==> src/rtl/regfile_dump_pkg.sv <==
// Shared types and widths for the register-file debug dumper.
// DUMP_ADDR_HEADER_EN: when defined, each word is preceded by an address header byte.
package regfile_dump_pkg;

    localparam int unsigned REG_ADDR_W = 5;
    localparam int unsigned WORD_W     = 32;
    localparam int unsigned BYTE_W     = 8;

    // Upper bits of the header byte; the lower five carry the register address
    localparam logic [2:0]  HDR_PAD    = 3'b000;

`ifdef DUMP_ADDR_HEADER_EN
    localparam int unsigned SER_BYTES  = 5;
`else
    localparam int unsigned SER_BYTES  = 4;
`endif
    localparam int unsigned SER_W      = SER_BYTES * BYTE_W;

    typedef enum logic [1:0] {
        IDLE,
        READ,
        SEND,
        NEXT
    } state_t;

endpackage

==> src/rtl/regfile_dump_if.sv <==
// Control, debug read port and byte stream of the register dumper.
interface regfile_dump_if;
    import regfile_dump_pkg::*;

    logic                  start;
    logic                  abort;
    logic                  busy;
    logic                  done;
    logic [REG_ADDR_W-1:0] radddb;
    logic [WORD_W-1:0]     doutdb;
    logic [BYTE_W-1:0]     tx_data;
    logic                  tx_valid;
    logic                  tx_ready;

    // Dumper side
    modport master (
        input  start, abort, doutdb, tx_ready,
        output busy, done, radddb, tx_data, tx_valid
    );

    // Host / register file / transmitter side
    modport slave (
        output start, abort, doutdb, tx_ready,
        input  busy, done, radddb, tx_data, tx_valid
    );

endinterface

==> src/rtl/regfile_dump_word_byte_serializer.sv <==
// Loads a word (optionally with header byte) and shifts it out MSB-first under valid/ready.
module word_byte_serializer
    import regfile_dump_pkg::*;
#(
    parameter int unsigned NBYTES = SER_BYTES
) (
    input  logic                     clock,
    input  logic                     reset,
    input  logic                     i_load,
    input  logic [NBYTES*BYTE_W-1:0] i_word,
    input  logic                     i_flush,
    input  logic                     i_tx_ready,
    output logic [BYTE_W-1:0]        o_tx_data,
    output logic                     o_tx_valid,
    output logic                     o_xfer_c,
    output logic                     o_last_c
);

    localparam int unsigned SH_W  = NBYTES * BYTE_W;
    localparam int unsigned CNT_W = $clog2(NBYTES);

    logic [SH_W-1:0]  r_shift;
    logic [CNT_W-1:0] r_cnt;
    logic             r_valid;

    assign o_xfer_c   = r_valid && i_tx_ready;
    assign o_last_c   = o_xfer_c && (r_cnt == CNT_W'(NBYTES - 1));
    assign o_tx_data  = r_shift[SH_W-1 -: BYTE_W];
    assign o_tx_valid = r_valid;

    // Shift register and byte counter; valid drops only on a transfer
    always_ff @(posedge clock or posedge reset) begin
        if (reset) begin
            r_shift <= '0;
            r_cnt   <= '0;
            r_valid <= 1'b0;
        end else if (i_load) begin
            r_shift <= i_word;
            r_cnt   <= '0;
            r_valid <= 1'b1;
        end else if (o_xfer_c) begin
            r_shift <= r_shift << BYTE_W;
            r_cnt   <= r_cnt + 1'b1;
            if (o_last_c || i_flush) begin
                r_valid <= 1'b0;
            end
        end
    end

endmodule

==> src/rtl/regfile_dump.sv <==
// Walks FIRST_REG..LAST_REG over the debug read port and streams each word as bytes.
// DUMP_ADDR_HEADER_EN: when defined, a {HDR_PAD, addr} byte precedes each word.
module regfile_dump
    import regfile_dump_pkg::*;
#(
    parameter int unsigned FIRST_REG    = 0,
    parameter int unsigned LAST_REG     = 31,
    parameter int unsigned READ_LATENCY = 1
) (
    input  logic           clock,
    input  logic           reset,
    regfile_dump_if.master bus
);

    localparam int unsigned WAIT_W = $clog2(READ_LATENCY + 2);

    state_t                r_state;
    state_t                w_next;
    logic [REG_ADDR_W-1:0] r_addr;
    logic [REG_ADDR_W-1:0] r_radddb;
    logic [WAIT_W-1:0]     r_wait;
    logic                  r_busy;
    logic                  r_done;
    logic                  r_abort_pend;

    logic                  w_load_addr;
    logic                  w_inc_addr;
    logic                  w_ser_load;
    logic                  w_flush;
    logic                  w_done_set;
    logic                  w_xfer_c;
    logic                  w_last_c;
    logic [SER_W-1:0]      w_ser_word;
    logic [BYTE_W-1:0]     w_tx_data;
    logic                  w_tx_valid;

`ifdef DUMP_ADDR_HEADER_EN
    assign w_ser_word = {HDR_PAD, r_addr, bus.doutdb};
`else
    assign w_ser_word = bus.doutdb;
`endif

    assign bus.busy     = r_busy;
    assign bus.done     = r_done;
    assign bus.radddb   = r_radddb;
    assign bus.tx_data  = w_tx_data;
    assign bus.tx_valid = w_tx_valid;

    word_byte_serializer #(
        .NBYTES (SER_BYTES)
    ) u_ser (
        .clock      (clock),
        .reset      (reset),
        .i_load     (w_ser_load),
        .i_word     (w_ser_word),
        .i_flush    (w_flush),
        .i_tx_ready (bus.tx_ready),
        .o_tx_data  (w_tx_data),
        .o_tx_valid (w_tx_valid),
        .o_xfer_c   (w_xfer_c),
        .o_last_c   (w_last_c)
    );

    // State register
    always_ff @(posedge clock or posedge reset) begin
        if (reset) begin
            r_state <= IDLE;
        end else begin
            r_state <= w_next;
        end
    end

    // Next-state and per-cycle control strobes
    always_comb begin
        w_next      = r_state;
        w_load_addr = 1'b0;
        w_inc_addr  = 1'b0;
        w_ser_load  = 1'b0;
        w_flush     = 1'b0;
        w_done_set  = 1'b0;
        case (r_state)
            IDLE: begin
                if (bus.start) begin
                    w_next      = READ;
                    w_load_addr = 1'b1;
                end
            end
            READ: begin
                if (bus.abort) begin
                    w_next = IDLE;
                end else if (r_wait == WAIT_W'(READ_LATENCY)) begin
                    w_next     = SEND;
                    w_ser_load = 1'b1;
                end
            end
            SEND: begin
                // An abort takes effect only once the presented byte has gone
                if (w_xfer_c && (bus.abort || r_abort_pend)) begin
                    w_next  = IDLE;
                    w_flush = 1'b1;
                end else if (w_last_c) begin
                    w_next = NEXT;
                end
            end
            NEXT: begin
                if (bus.abort) begin
                    w_next = IDLE;
                end else if (r_addr == REG_ADDR_W'(LAST_REG)) begin
                    w_next     = IDLE;
                    w_done_set = 1'b1;
                end else begin
                    w_next     = READ;
                    w_inc_addr = 1'b1;
                end
            end
            default: w_next = IDLE;
        endcase
    end

    // Address, read-wait counter, status outputs and pending abort
    always_ff @(posedge clock or posedge reset) begin
        if (reset) begin
            r_addr       <= REG_ADDR_W'(FIRST_REG);
            r_radddb     <= '0;
            r_wait       <= '0;
            r_busy       <= 1'b0;
            r_done       <= 1'b0;
            r_abort_pend <= 1'b0;
        end else begin
            r_busy <= (w_next != IDLE);
            r_done <= w_done_set;
            r_wait <= (r_state == READ && w_next == READ) ? r_wait + 1'b1 : '0;
            if (w_load_addr) begin
                r_addr   <= REG_ADDR_W'(FIRST_REG);
                r_radddb <= REG_ADDR_W'(FIRST_REG);
            end else if (w_inc_addr) begin
                r_addr   <= r_addr + 1'b1;
                r_radddb <= r_addr + 1'b1;
            end
            if (w_next == IDLE) begin
                r_abort_pend <= 1'b0;
            end else if (r_state == SEND && bus.abort) begin
                r_abort_pend <= 1'b1;
            end
        end
    end

endmodule
==> src/flat_wrapper.sv <==
// flat-port wrapper written by rule: the top's interface ports become plain ports
module regfile_dump_flat import regfile_dump_pkg::*;
#(
    parameter int unsigned FIRST_REG    = 0,
    parameter int unsigned LAST_REG     = 31,
    parameter int unsigned READ_LATENCY = 1
)
  (clock, reset, bus_start, bus_abort, bus_doutdb, bus_tx_ready, bus_busy, bus_done, bus_radddb, bus_tx_data, bus_tx_valid);
  regfile_dump_if bus_i ();
  input  logic clock;
  input  logic reset;
  input wire logic [$bits(bus_i.start)-1:0] bus_start;
  input wire logic [$bits(bus_i.abort)-1:0] bus_abort;
  input wire logic [$bits(bus_i.doutdb)-1:0] bus_doutdb;
  input wire logic [$bits(bus_i.tx_ready)-1:0] bus_tx_ready;
  output wire logic [$bits(bus_i.busy)-1:0] bus_busy;
  output wire logic [$bits(bus_i.done)-1:0] bus_done;
  output wire logic [$bits(bus_i.radddb)-1:0] bus_radddb;
  output wire logic [$bits(bus_i.tx_data)-1:0] bus_tx_data;
  output wire logic [$bits(bus_i.tx_valid)-1:0] bus_tx_valid;
  assign bus_i.start = bus_start;
  assign bus_i.abort = bus_abort;
  assign bus_i.doutdb = bus_doutdb;
  assign bus_i.tx_ready = bus_tx_ready;
  assign bus_busy = bus_i.busy;
  assign bus_done = bus_i.done;
  assign bus_radddb = bus_i.radddb;
  assign bus_tx_data = bus_i.tx_data;
  assign bus_tx_valid = bus_i.tx_valid;
  regfile_dump #(.FIRST_REG(FIRST_REG), .LAST_REG(LAST_REG), .READ_LATENCY(READ_LATENCY)) u_core (.clock(clock), .reset(reset), .bus(bus_i));
endmodule
==> config.mk <==
export PLATFORM = sky130hd
export DESIGN_NAME = regfile_dump_flat
export DESIGN_NICKNAME = d
export VERILOG_FILES = /design/src/rtl/regfile_dump_pkg.sv /design/src/rtl/regfile_dump_if.sv /design/src/rtl/regfile_dump_word_byte_serializer.sv /design/src/rtl/regfile_dump.sv /design/src/flat_wrapper.sv
export SDC_FILE = /design/constraint.sdc
export NUM_CORES = 1
export LEC_CHECK = 0
export CORE_AREA = 3 3 85 87
export DETAILED_ROUTE_END_ITERATION = 7
export DIE_AREA = 0 0 88 90
export GPL_TIMING_DRIVEN = 0
export PLACE_DENSITY_LB_ADDON = 0.05
export SYNTH_ARGS = -nofsm -noshare
export SYNTH_HDL_FRONTEND = slang
export SYNTH_SLANG_ARGS = --single-unit
==> constraint.sdc <==
create_clock -name clock -period 1.9 [get_ports clock]
set_clock_uncertainty 0.15 [all_clocks]
set_input_delay 0.285 -clock clock [delete_from_list [all_inputs] [get_ports clock]]
set_output_delay 0.285 -clock clock [all_outputs]
set_load 0.005 [all_outputs]
### Word level (Yosys, flattened, before mapping)

Cells that the tools add are included.

* output and inout bits: 16
* input bits: 37
* register bits: 47
* logic and storage cells: 67

* add/sub/neg operators: 3
* reductions and logical operators: 15
* equality and inequality tests: 7
* multiplexer cells: 33

Operator list (count)
* $mux W32: 2
* $mux W1: 19
* $mux W2: 9
* $mux W5: 2
* $reduce_bool A2 Y1: 5
* $pmux W2 S4: 1
* $eq A2 B1 Y1 const B: 3
* $eq A2 B2 Y1 const B: 3
* $add A5 B1 Y5 const B: 1
* $eq A5 B5 Y1 const B: 1
* $logic_and A1 B1 Y1: 5
* $add A2 B1 Y2 const B: 2
* $logic_not A2 Y1: 2
* $logic_or A1 B1 Y1: 2
* $reduce_and A2 Y1: 1

### Longest topological paths before layout

Gate-level depths: netlist of run 1.

* word-level depth: 8
* gate-level depth with buffers: 7

### Hierarchy

A second synthesis of run 1 with hierarchy kept.

* cell total of the unflattened synthesis: 248
* area, all modules: 2627.5 um^2

Modules (own cells, without submodules)
* word_byte_serializer: times used 1, cells each 195, sequential area each 875.8 um^2, area an instance 2059.5 um^2
* regfile_dump: times used 1, cells each 53, sequential area each 300.3 um^2, area an instance 568.0 um^2

### Worst setup path before layout of run 1

No wires, ideal clock.

* path type: register to register
* from: reg u_core.r_addr[0]
* to: reg u_core.r_addr[3]
* setup time: 125 ps
* path buffers: 1
* path slack: -172 ps
* arrival: 1797 ps
* required time: 1625 ps
* cell stages (with the launch flop): 8
* path through: dfrtp_1 ha_1 and3_1 ha_1 and4bb_1 buf_6 nand4_2 mux2_4

* longest elaborated chain between the ends: 5
* elaborated cells on any way between the ends: 8
* classes of those cells: add/sub: 1; eq/ne: 1; mux: 5; reduce/logical: 1

RTL lines
* start: declaration: line regfile_dump.sv:19 `logic [REG_ADDR_W-1:0] r_addr;`
* start signal: assignment: line regfile_dump.sv:123 `r_addr <= REG_ADDR_W'(FIRST_REG);`
* start signal: assignment: line regfile_dump.sv:134 `r_addr <= REG_ADDR_W'(FIRST_REG);`
* start signal: assignment: line regfile_dump.sv:137 `r_addr <= r_addr + 1'b1;`
* branches (longest 5 deep; another with $add A5 B1 Y5)

Parallel ways; which one is timed is not known. The select of a mux whose other input is x is not followed.
A chain may end at the register's enable or synchronous reset.

### Worst setup path after layout of run 1

Same ends and word-level chain as after synthesis.

==> flow_metrics.env, run 1 <==
export IMPL_status="finished with violations"
export IMPL_violations="negative setup slack"
export IMPL_power_internal_mw=2.20
export IMPL_clock_latency_ns=0.30
export IMPL_first_iter_violations=50
export IMPL_cts_root_buf="clkbuf_8"
export IMPL_grt_max_degree=32
export IMPL_yosysUniqueCellTypes=33
export IMPL_synth_xor_area_share_pct=0.772
export IMPL_synth_top_area_share_pct=51.8
export IMPL_synthSimpleGateAreaFrac_pct=15.0
export IMPL_ys_seq_area_share_pct=51.8
export IMPL_n_antenna_cell=0
export IMPL_dieArea_um2=7920
export IMPL_reg2reg_to="u_core.r_addr[3]"
export IMPL_synth_adder_area_share_pct=2.21
export IMPL_critPathMostFrequentCell="ha_4"
export IMPL_synth_top_family_by_area="simple AND/OR/NAND/NOR gates"
export IMPL_combPwrFrac_pct=35.5
export IMPL_grt_pass1_wl_um=8940
export IMPL_swShare_pct=31.0
export IMPL_synth_area_leaders="dfrtp_1, mux2i_1, nand2_1"
export IMPL_worstPathArrival_ns=1.98
export IMPL_hp_class="primary input to flop"
export IMPL_seq_area_um2=1180
export IMPL_io_buffers=51
export IMPL_critPathTopFamily="simple AND/OR/NAND/NOR gates"
export IMPL_startpoint="u_core.r_addr[0]"
export IMPL_setup_viol_count_final=1
export IMPL_core_um2=6420
export IMPL_grt_pass1_vias=1755
export IMPL_min_from="bus_abort"
export IMPL_synthMuxAreaShare_pct=12.1
export IMPL_start_util_pct=35.3
export IMPL_crit_chain="ha_4 -> and3_4 -> ha_4 -> and4bb_1 -> buf_6 -> nand4_4 -> mux2_4"
export IMPL_clock_sinks=47
export IMPL_ys_seq_elements=47
export IMPL_cts_tree="yes"
export IMPL_vias_per_cell=4.63
export IMPL_synth_compound_area_share_pct=10.3
export IMPL_finish_net_count=328
export IMPL_final_antenna_net_count=0
export IMPL_drt_pass1_iterations=4
export IMPL_finalHoldViolations=0
export IMPL_critPathMaxFanout=7
export IMPL_async_reset_ff_share_pct=100
export IMPL_drive_above_1_share_pct=16.3
export IMPL_design_area_um2=3100
export IMPL_ys_warn_count=0
export IMPL_p_sw_uw=992
export IMPL_start_kind="flop"
export IMPL_yosys_top_cells_count="dfrtp_1, nand2_1, o21ai_1"
export IMPL_r2r_start="u_core.r_addr[0]"
export IMPL_fin_crit_ns=1.94
export IMPL_holdPathEnd="u_core.bus.done"
export IMPL_syn_cell_area_um2=2270
export IMPL_cts_buffer_depth=2
export IMPL_clkPwrFrac_pct=18.5
export IMPL_antenna_found_initial=0
export IMPL_timing_hold_ws_ns=0.0201
export IMPL_min_path_cells=2
export IMPL_wl_um=5230
export IMPL_pwr_density_cell_nw_per_um2=1030
export IMPL_slew_headroom_pct=61.4
export IMPL_cpPeakStageDelay_ns=0.43
export IMPL_rows=29
export IMPL_syn_inst=220
export IMPL_num_vias=1690
export IMPL_drc=0
export IMPL_max_freq_mhz=515
export IMPL_h_tree_depth=2
export IMPL_wire_per_inst_um=14.3
export IMPL_synth_ff_type="dfrtp_1"
export IMPL_r2r_cells=7
export IMPL_critPathRequiredTime_ns=1.93
export IMPL_drv_cap=0
export IMPL_fillers=620
export IMPL_synth_top_area_cell="dfrtp_1"
export IMPL_leakage_nw=1.45
export IMPL_ir_drop_v=0.000340
export IMPL_ff2ff_setup_slack_ns=-0.04
export IMPL_cts_hold_buffers=0
export IMPL_grt_ovfl_total=0
export IMPL_rsz0062_at_grt="yes"
export IMPL_place_area_um2=2930
export IMPL_path_class="flop to flop"
export IMPL_fin_crit_sh_pct=102
export IMPL_pwr_share_seq_pct=46.1
export IMPL_die_w_um=88
export IMPL_syn_avg_cell_area_um2=10.3
export IMPL_cts_buffers=5
export IMPL_clk_pin_slew_ns=0.09
export IMPL_slowest_stage="dfrtp_2"
export IMPL_pin_count=53
export IMPL_die_y_um=90
export IMPL_synth_fp_nets=261
export IMPL_place_congestion=0.696
export IMPL_grt_total_usage_pct=14.3
export IMPL_crit_path_end_kind="flop"
export IMPL_slew_violations=0
export IMPL_max_slew_worst_pin_slew_ns=0.576
export IMPL_dp_final_hpwl_um=3710
export IMPL_critPathBufInv=1
export IMPL_syn2layout_area_growth_pct=36.5
export IMPL_setup_slack_ns=-0.0421
export IMPL_multi_input_area_um2=970
export IMPL_synth_edff_count=0
[logic make-up after synthesis]
family,count (synthesis)
buffers and inverters,26
AND/OR/NAND/NOR,71
XOR/XNOR,2
AO/OA/AOI/OAI,43
flip-flops,47
multiplexers,27
adder cells (fa/ha/maj),4
[flip-flops by register name, summed over array words and instances (netlist names)]
register                 cells
u_core.r_abort_pend          1
u_core.bus.busy              1
u_core.r_state               2
u_core.u_ser.r_cnt           2
u_core.bus.done              1
u_core.u_ser.r_shift        32
u_core.r_addr                5
u_core.u_ser.o_tx_valid      1
u_core.r_wait                2
[power by group through the flow]
stage                     clock, mW  combinational [mW]  sequential (mW)
after floorplan                   0               0.725             1.44
after global placement            0                1.09             1.49
after detailed placement          0                1.12             1.50
after CTS                     0.612                1.13             1.48
after global routing          0.647                1.28             1.51
final                         0.590                1.13             1.47
[worst max-delay path by stage]
| stage | to | cells after the start |
|---|---|---|
| after floorplan | u_core.r_addr[3] | 7 |
| after global placement | u_core.r_addr[0] | 2 |
| after detailed placement | u_core.r_addr[3] | 7 |
| after CTS | u_core.r_addr[3] | 7 |
| after global routing | u_core.r_addr[3] | 7 |
| final | u_core.r_addr[3] | 7 |
[routing by layer]
metal  vias up  GRT usage (%)  wire (µm)
met5         -              0          0
met4         0           3.84         30
li1        873              -          -
met3         2           3.75        257
met1       780           20.8       2670
met2        35           21.0       2270
[timing repair]
action / 4_1_cts / 5_1_grt
setup endpoints to repair: 4 / 8
gates resized for setup: 2 / 5
buffers inserted: 5 / 3
pin swaps: 2 / 2
[metrics by stage]
stage	instances	power (mW)	utilization [%]	setup TNS (ns)	setup slack (ns)
final	365	3.20	48.2	-0.0421	-0.0421
after floorplan	220	2.16	-	-0.0722	-0.0722
after global placement	348	2.59	45.2	-34.02	-0.860
after global routing	365	3.44	48.2	-0.171	-0.104
after CTS	362	3.22	47.6	-0.0660	-0.0660
after detailed placement	349	2.61	45.5	-0.765	-0.147
[placed cells by master (no fill, tap or decap), types with 2 or more instances in the layout]
cell type and n:
nand3_1 2, and2b_1 2, mux2i_1 26, dfrtp_1 45, ha_4 2, a21oi_1 2, a211oi_1 2, o21ai_1 32
clkbuf_1 4, nand2_1 47, o21ai_0 3, nor2_1 9, buf_6 3, clkbuf_8 5, clkdlybuf4s50_1 50, buf_2 2
ha_1 2, dfrtp_2 2, buf_4 21, inv_1 3
[cell type report]
cell class	instances	area share, %
Sequential cell	47	38.1
Multi-Input combinational cell	147	31.3
Timing Repair Buffer	60	19.2
Buffer	22	5.21
Tap cell	77	3.11
Clock buffer	7	2.47
Inverter	4	0.485
Clock inverter	1	0.162
No activity file was read; power rests on OpenSTA's default activity.
==> run 2, diff against run 1 <==
==> constraint.sdc (replaced) <==
create_clock -name clock -period 1.9 [get_ports clock]
set_clock_uncertainty 0.15 [all_clocks]
set_input_delay 0.38 -clock clock [delete_from_list [all_inputs] [get_ports clock]]
set_output_delay 0.38 -clock clock [all_outputs]
set_load 0.005 [all_outputs]
==> flow_metrics.env, run 2 (synthesized netlist as in run 1, its figures left out) <==
export IMPL_grt_pass1_wl_um=8940
export IMPL_final_cell_mix="clkdlybuf4s50_1, nand2_1, dfrtp_1"
export IMPL_cts_tree="yes"
export IMPL_wire_per_inst_um=14.4
export IMPL_cts_hold_buffers=0
export IMPL_design_area_um2=3090
export IMPL_clock_sinks=47
export IMPL_leakage_nw=1.44
export IMPL_antenna_found_initial=0
export IMPL_syn2layout_area_growth_pct=36.3
export IMPL_pin_count=53
export IMPL_cts_buffer_depth=2
export IMPL_status="finished with violations"
export IMPL_r2r_start="u_core.r_addr[0]"
export IMPL_final_antenna_net_count=0
export IMPL_ir_drop_v=0.000340
export IMPL_cts_buffers=5
export IMPL_h_tree_depth=2
export IMPL_crit_path_end="u_core.r_addr[3]"
export IMPL_finish_net_count=327
export IMPL_slew_headroom_pct=61.7
export IMPL_num_vias=1687
export IMPL_fin_crit_sh_pct=102
export IMPL_place_area_um2=2930
export IMPL_drc=0
export IMPL_clk_pin_slew_ns=0.09
export IMPL_core_um2=6420
export IMPL_setup_slack_ns=-0.0426
export IMPL_timing_hold_ws_ns=0.115
export IMPL_hp_class="primary input to flop"
export IMPL_drive_above_1_share_pct=16.0
export IMPL_dp_final_hpwl_um=3710
export IMPL_die_w_um=88
export IMPL_final_common_cell="clkdlybuf4s50_1"
export IMPL_setup_viol_count_final=1
export IMPL_largest_register_ffs=32
export IMPL_p_total_mw=3.20
export IMPL_drv_cap=0
export IMPL_path_class="flop to flop"
export IMPL_grt_ovfl_total=0
export IMPL_rsz0062_at_grt="yes"
export IMPL_drt_pass1_iterations=4
export IMPL_rows=29
export IMPL_reg2reg_to="u_core.r_addr[3]"
export IMPL_first_iter_violations=47
export IMPL_max_slew_worst_pin_slew_ns=0.573
export IMPL_r2r_cells=7
export IMPL_finalHoldViolations=0
export IMPL_critPathRequiredTime_ns=1.93
export IMPL_top_regs="u_core.u_ser.r_shift: 32 flops, u_core.r_addr: 5 flops"
export IMPL_pwr_density_cell_nw_per_um2=1030
export IMPL_clock_latency_ns=0.30
export IMPL_violations="negative setup slack"
export IMPL_grt_total_usage_pct=14.3
export IMPL_fin_crit_ns=1.94
export IMPL_cts_root_buf="clkbuf_8"
export IMPL_startpoint="u_core.r_addr[0]"
export IMPL_place_congestion=0.696
export IMPL_dieArea_um2=7920
export IMPL_grt_max_degree=32
export IMPL_slew_violations=0
export IMPL_regMostFlops="u_core.u_ser.r_shift"
export IMPL_max_freq_mhz=515
export IMPL_wl_um=5230
export IMPL_start_kind="flop"
export IMPL_crit_path_end_kind="flop"
export IMPL_worstPathArrival_ns=1.98
export IMPL_ff2ff_setup_slack_ns=-0.04
export IMPL_start_util_pct=35.3
export IMPL_vias_per_cell=4.63
export IMPL_die_y_um=90
export IMPL_fillers=623
export IMPL_critPathMaxFanout=7
export IMPL_n_antenna_cell=0
export IMPL_io_buffers=51
export IMPL_grt_pass1_vias=1755
## run 2: cell count changes in the layout (fill, tap and decap cells not counted), sizes merged
cell,delta
buf,-1
## run 2: worst min path at each step
stage / start / end / slack [ns] / cells past startpoint
2_1_floorplan: u_core.r_wait[0] / u_core.r_wait[0] / 0.26 / 1
3_3_place_gp: u_core.r_wait[0] / u_core.r_wait[0] / 0.27 / 1
3_5_place_dp: u_core.r_wait[0] / u_core.r_wait[0] / 0.28 / 1
4_1_cts: bus_abort / u_core.bus.done / 0.11 / 2
5_1_grt: bus_abort / u_core.bus.done / 0.14 / 2
6_report: bus_abort / u_core.bus.done / 0.12 / 2
## run 2: through the flow
stage / setup WS [ns] / util (%) / instances / setup TNS, ns
global route: -0.107 / 48.1 / 364 / -0.188
detailed placement: -0.181 / 45.5 / 349 / -2.19
floorplan: -0.0722 / - / 220 / -0.0722
CTS: -0.0660 / 47.6 / 362 / -0.0660
finish: -0.0426 / 48.1 / 364 / -0.0426
global placement: -0.955 / 45.2 / 348 / -39.73
## run 2: repair_timing
item,CTS,global route
resized for setup,2,6
pin swaps,2,2
setup endpoints to repair,4,8
setup buffers,5,2
## run 2: cell type report
class	count	area, µm²	area share (%)
sequential	47	1180	38.1
multi-input combinational	147	970	31.4
timing repair buffer	59	589	19.1
buffer	22	161	5.22
tap	77	96.3	3.12
clock buffer	7	76.3	2.47
inverter	4	15.0	0.486
clock inverter	1	5.00	0.162
## run 2: where the power goes
part           total, mW  switching, mW  internal [mW]  leakage (nW)
Sequential          1.47          0.183           1.29         0.631
Combinational       1.14          0.478          0.657         0.768
Clock              0.591          0.332          0.259        0.0422
Total               3.20          0.993           2.21          1.44
## run 2: worst max-delay path, cell delays in order (launching register included)
cell and delay, ns:
dfrtp_2 0.43, ha_4 0.16, and3_4 0.18, ha_4 0.15
and4bb_1 0.25, buf_6 0.14, nand4_4 0.07, mux2_4 0.30
## run 2: layer usage
| layer | vias to the layer above | wire length (µm) | global-route usage [%] |
|---|---|---|---|
| met1 | 780 | 2660 | 20.8 |
| li1 | 870 | - | - |
| met2 | 35 | 2280 | 21.0 |
| met4 | 0 | 30 | 3.84 |
| met3 | 2 | 257 | 3.75 |
| met5 | - | 0 | 0 |
==> run 3, diff against run 2 <==
SKIP_LAST_GASP = 1   (was unset)
==> flow_metrics.env, run 3 (synthesized netlist as in run 1, its figures left out) <==
export IMPL_rsz0062_at_grt="yes"
export IMPL_worstPathArrival_ns=1.97
export IMPL_ff2ff_setup_slack_ns=-0.04
export IMPL_drc=0
export IMPL_critPathRequiredTime_ns=1.93
export IMPL_place_congestion=0.696
export IMPL_clock_sinks=47
export IMPL_rows=29
export IMPL_cts_tree="yes"
export IMPL_drt_pass1_iterations=4
export IMPL_num_vias=1687
export IMPL_finalNonFillerCells=364
export IMPL_status="finished with violations"
export IMPL_h_tree_depth=2
export IMPL_io_buffers=51
export IMPL_regMostFlops="u_core.u_ser.r_shift"
export IMPL_dpl_cell_count=349
export IMPL_place_area_um2=2930
export IMPL_setup_slack_ns=-0.0413
export IMPL_start_util_pct=35.3
export IMPL_fin_crit_sh_pct=102
export IMPL_grt_pass1_wl_um=8940
export IMPL_crit_path_end="u_core.r_addr[3]"
export IMPL_leakage_nw=1.42
export IMPL_pwr_density_cell_nw_per_um2=1040
export IMPL_final_cell_mix="clkdlybuf4s50_1, nand2_1, dfrtp_1"
export IMPL_ir_drop_v=0.000340
export IMPL_violations="negative setup slack"
export IMPL_cts_hold_buffers=0
export IMPL_start_kind="flop"
export IMPL_crit_path_end_kind="flop"
export IMPL_n_antenna_cell=0
export IMPL_antenna_found_initial=0
export IMPL_cts_buffer_depth=2
export IMPL_timing_hold_ws_ns=0.115
export IMPL_startpoint="u_core.r_addr[1]"
export IMPL_final_common_cell="clkdlybuf4s50_1"
export IMPL_slew_violations=0
export IMPL_largest_register_ffs=32
export IMPL_wire_per_inst_um=14.4
export IMPL_dieArea_um2=7920
export IMPL_finish_net_count=327
export IMPL_finish_utilization_pct=48.0
export IMPL_cts_buffers=5
export IMPL_syn2layout_area_growth_pct=36.0
export IMPL_drv_cap=0
export IMPL_fillers=623
export IMPL_slowest_stage="dfrtp_2"
export IMPL_die_w_um=88
export IMPL_die_y_um=90
export IMPL_reg2reg_to="u_core.r_addr[3]"
export IMPL_drive_above_1_share_pct=16.0
export IMPL_design_area_um2=3090
export IMPL_min_from="bus_abort"
export IMPL_core_um2=6420
export IMPL_max_slew_worst_pin_slew_ns=0.574
export IMPL_grt_max_degree=32
export IMPL_path_class="flop to flop"
export IMPL_r2r_start="u_core.r_addr[1]"
export IMPL_slew_headroom_pct=61.6
export IMPL_vias_per_cell=4.63
export IMPL_finalHoldViolations=0
export IMPL_cts_root_buf="clkbuf_8"
export IMPL_critPathMaxFanout=7
export IMPL_r2r_cells=7
export IMPL_max_freq_mhz=515
export IMPL_grt_ovfl_total=0
export IMPL_crit_chain="ha_4 -> and3_4 -> ha_4 -> and4bb_1 -> buf_6 -> nand4_4 -> mux2_4"
export IMPL_hp_class="primary input to flop"
export IMPL_final_antenna_net_count=0
export IMPL_clock_latency_ns=0.30
export IMPL_grt_total_usage_pct=14.3
export IMPL_clk_pin_slew_ns=0.09
export IMPL_fin_crit_ns=1.94
export IMPL_wl_um=5230
export IMPL_critPathMostFrequentCell="ha_4"
export IMPL_grt_pass1_vias=1755
export IMPL_first_iter_violations=48
export IMPL_setup_viol_count_final=1
export IMPL_pin_count=53
export IMPL_dp_final_hpwl_um=3710
export IMPL_cpPeakStageDelay_ns=0.43
export IMPL_top_regs="u_core.u_ser.r_shift: 32 flops, u_core.r_addr: 5 flops"
run 3: cell types whose count changed in the layout (fill, tap and decap cells not counted):
cell	delta
clkdlybuf4s50_1	+1
buf_4	+1
buf_6	-1
dlymetal6s2s_1	-1
run 3: what timing repair did:
action                                  in CTS  in global routing
setup buffers                                5                  2
endpoints found under the setup margin       4                  8
gates resized for setup                      2                  4
pin swaps                                    2                  2
run 3: routing by layer:
layer  global-route usage [%]  vias up  share of wire, %
met5                        0        -                 0
met4                     3.84        0              0.57
met3                     3.75        2               4.9
met2                     21.0       35                43
met1                     20.8      780                51
li1                         -      870                 -
run 3: worst max-delay path: cells and delay by family, from the launching register on:
family,cells,cell delay [ns]
adder cells (fa/ha/maj),2,0.31
AND/OR/NAND/NOR,3,0.50
multiplexers,1,0.30
flip-flops,1,0.43
buffers and inverters,1,0.14
run 3: area by class of cell:
type,count,area [µm²],area share [%]
clock buffer,7,76.3,2.47
inverter,4,15.0,0.487
sequential,47,1180,38.2
buffer,22,161,5.23
multi-input combinational,147,970,31.4
tap,77,96.3,3.12
clock inverter,1,5.00,0.162
timing repair buffer,59,583,18.9
run 3: through the flow:
stage	worst slack (ns)	TNS, ns	power [mW]
floorplan	-0.0722	-0.0722	2.16
global placement	-0.955	-39.73	2.59
detailed placement	-0.181	-2.19	2.61
CTS	-0.0660	-0.0660	3.22
global route	-0.107	-0.197	3.44
finish	-0.0413	-0.0413	3.20
run 3: worst min path at each step:
stage	cells after the start	slack, ns	to
floorplan	1	0.26	u_core.r_wait[0]
global placement	1	0.27	u_core.r_wait[0]
detailed placement	1	0.28	u_core.r_wait[0]
CTS	2	0.11	u_core.bus.done
global route	2	0.14	u_core.bus.done
finish	2	0.12	u_core.bus.done
run 3: power breakdown:
group	leakage (nW)	switching [mW]	total [mW]	internal [mW]
Clock	0.0422	0.332	0.591	0.259
Sequential	0.631	0.182	1.47	1.29
Combinational	0.748	0.478	1.13	0.655
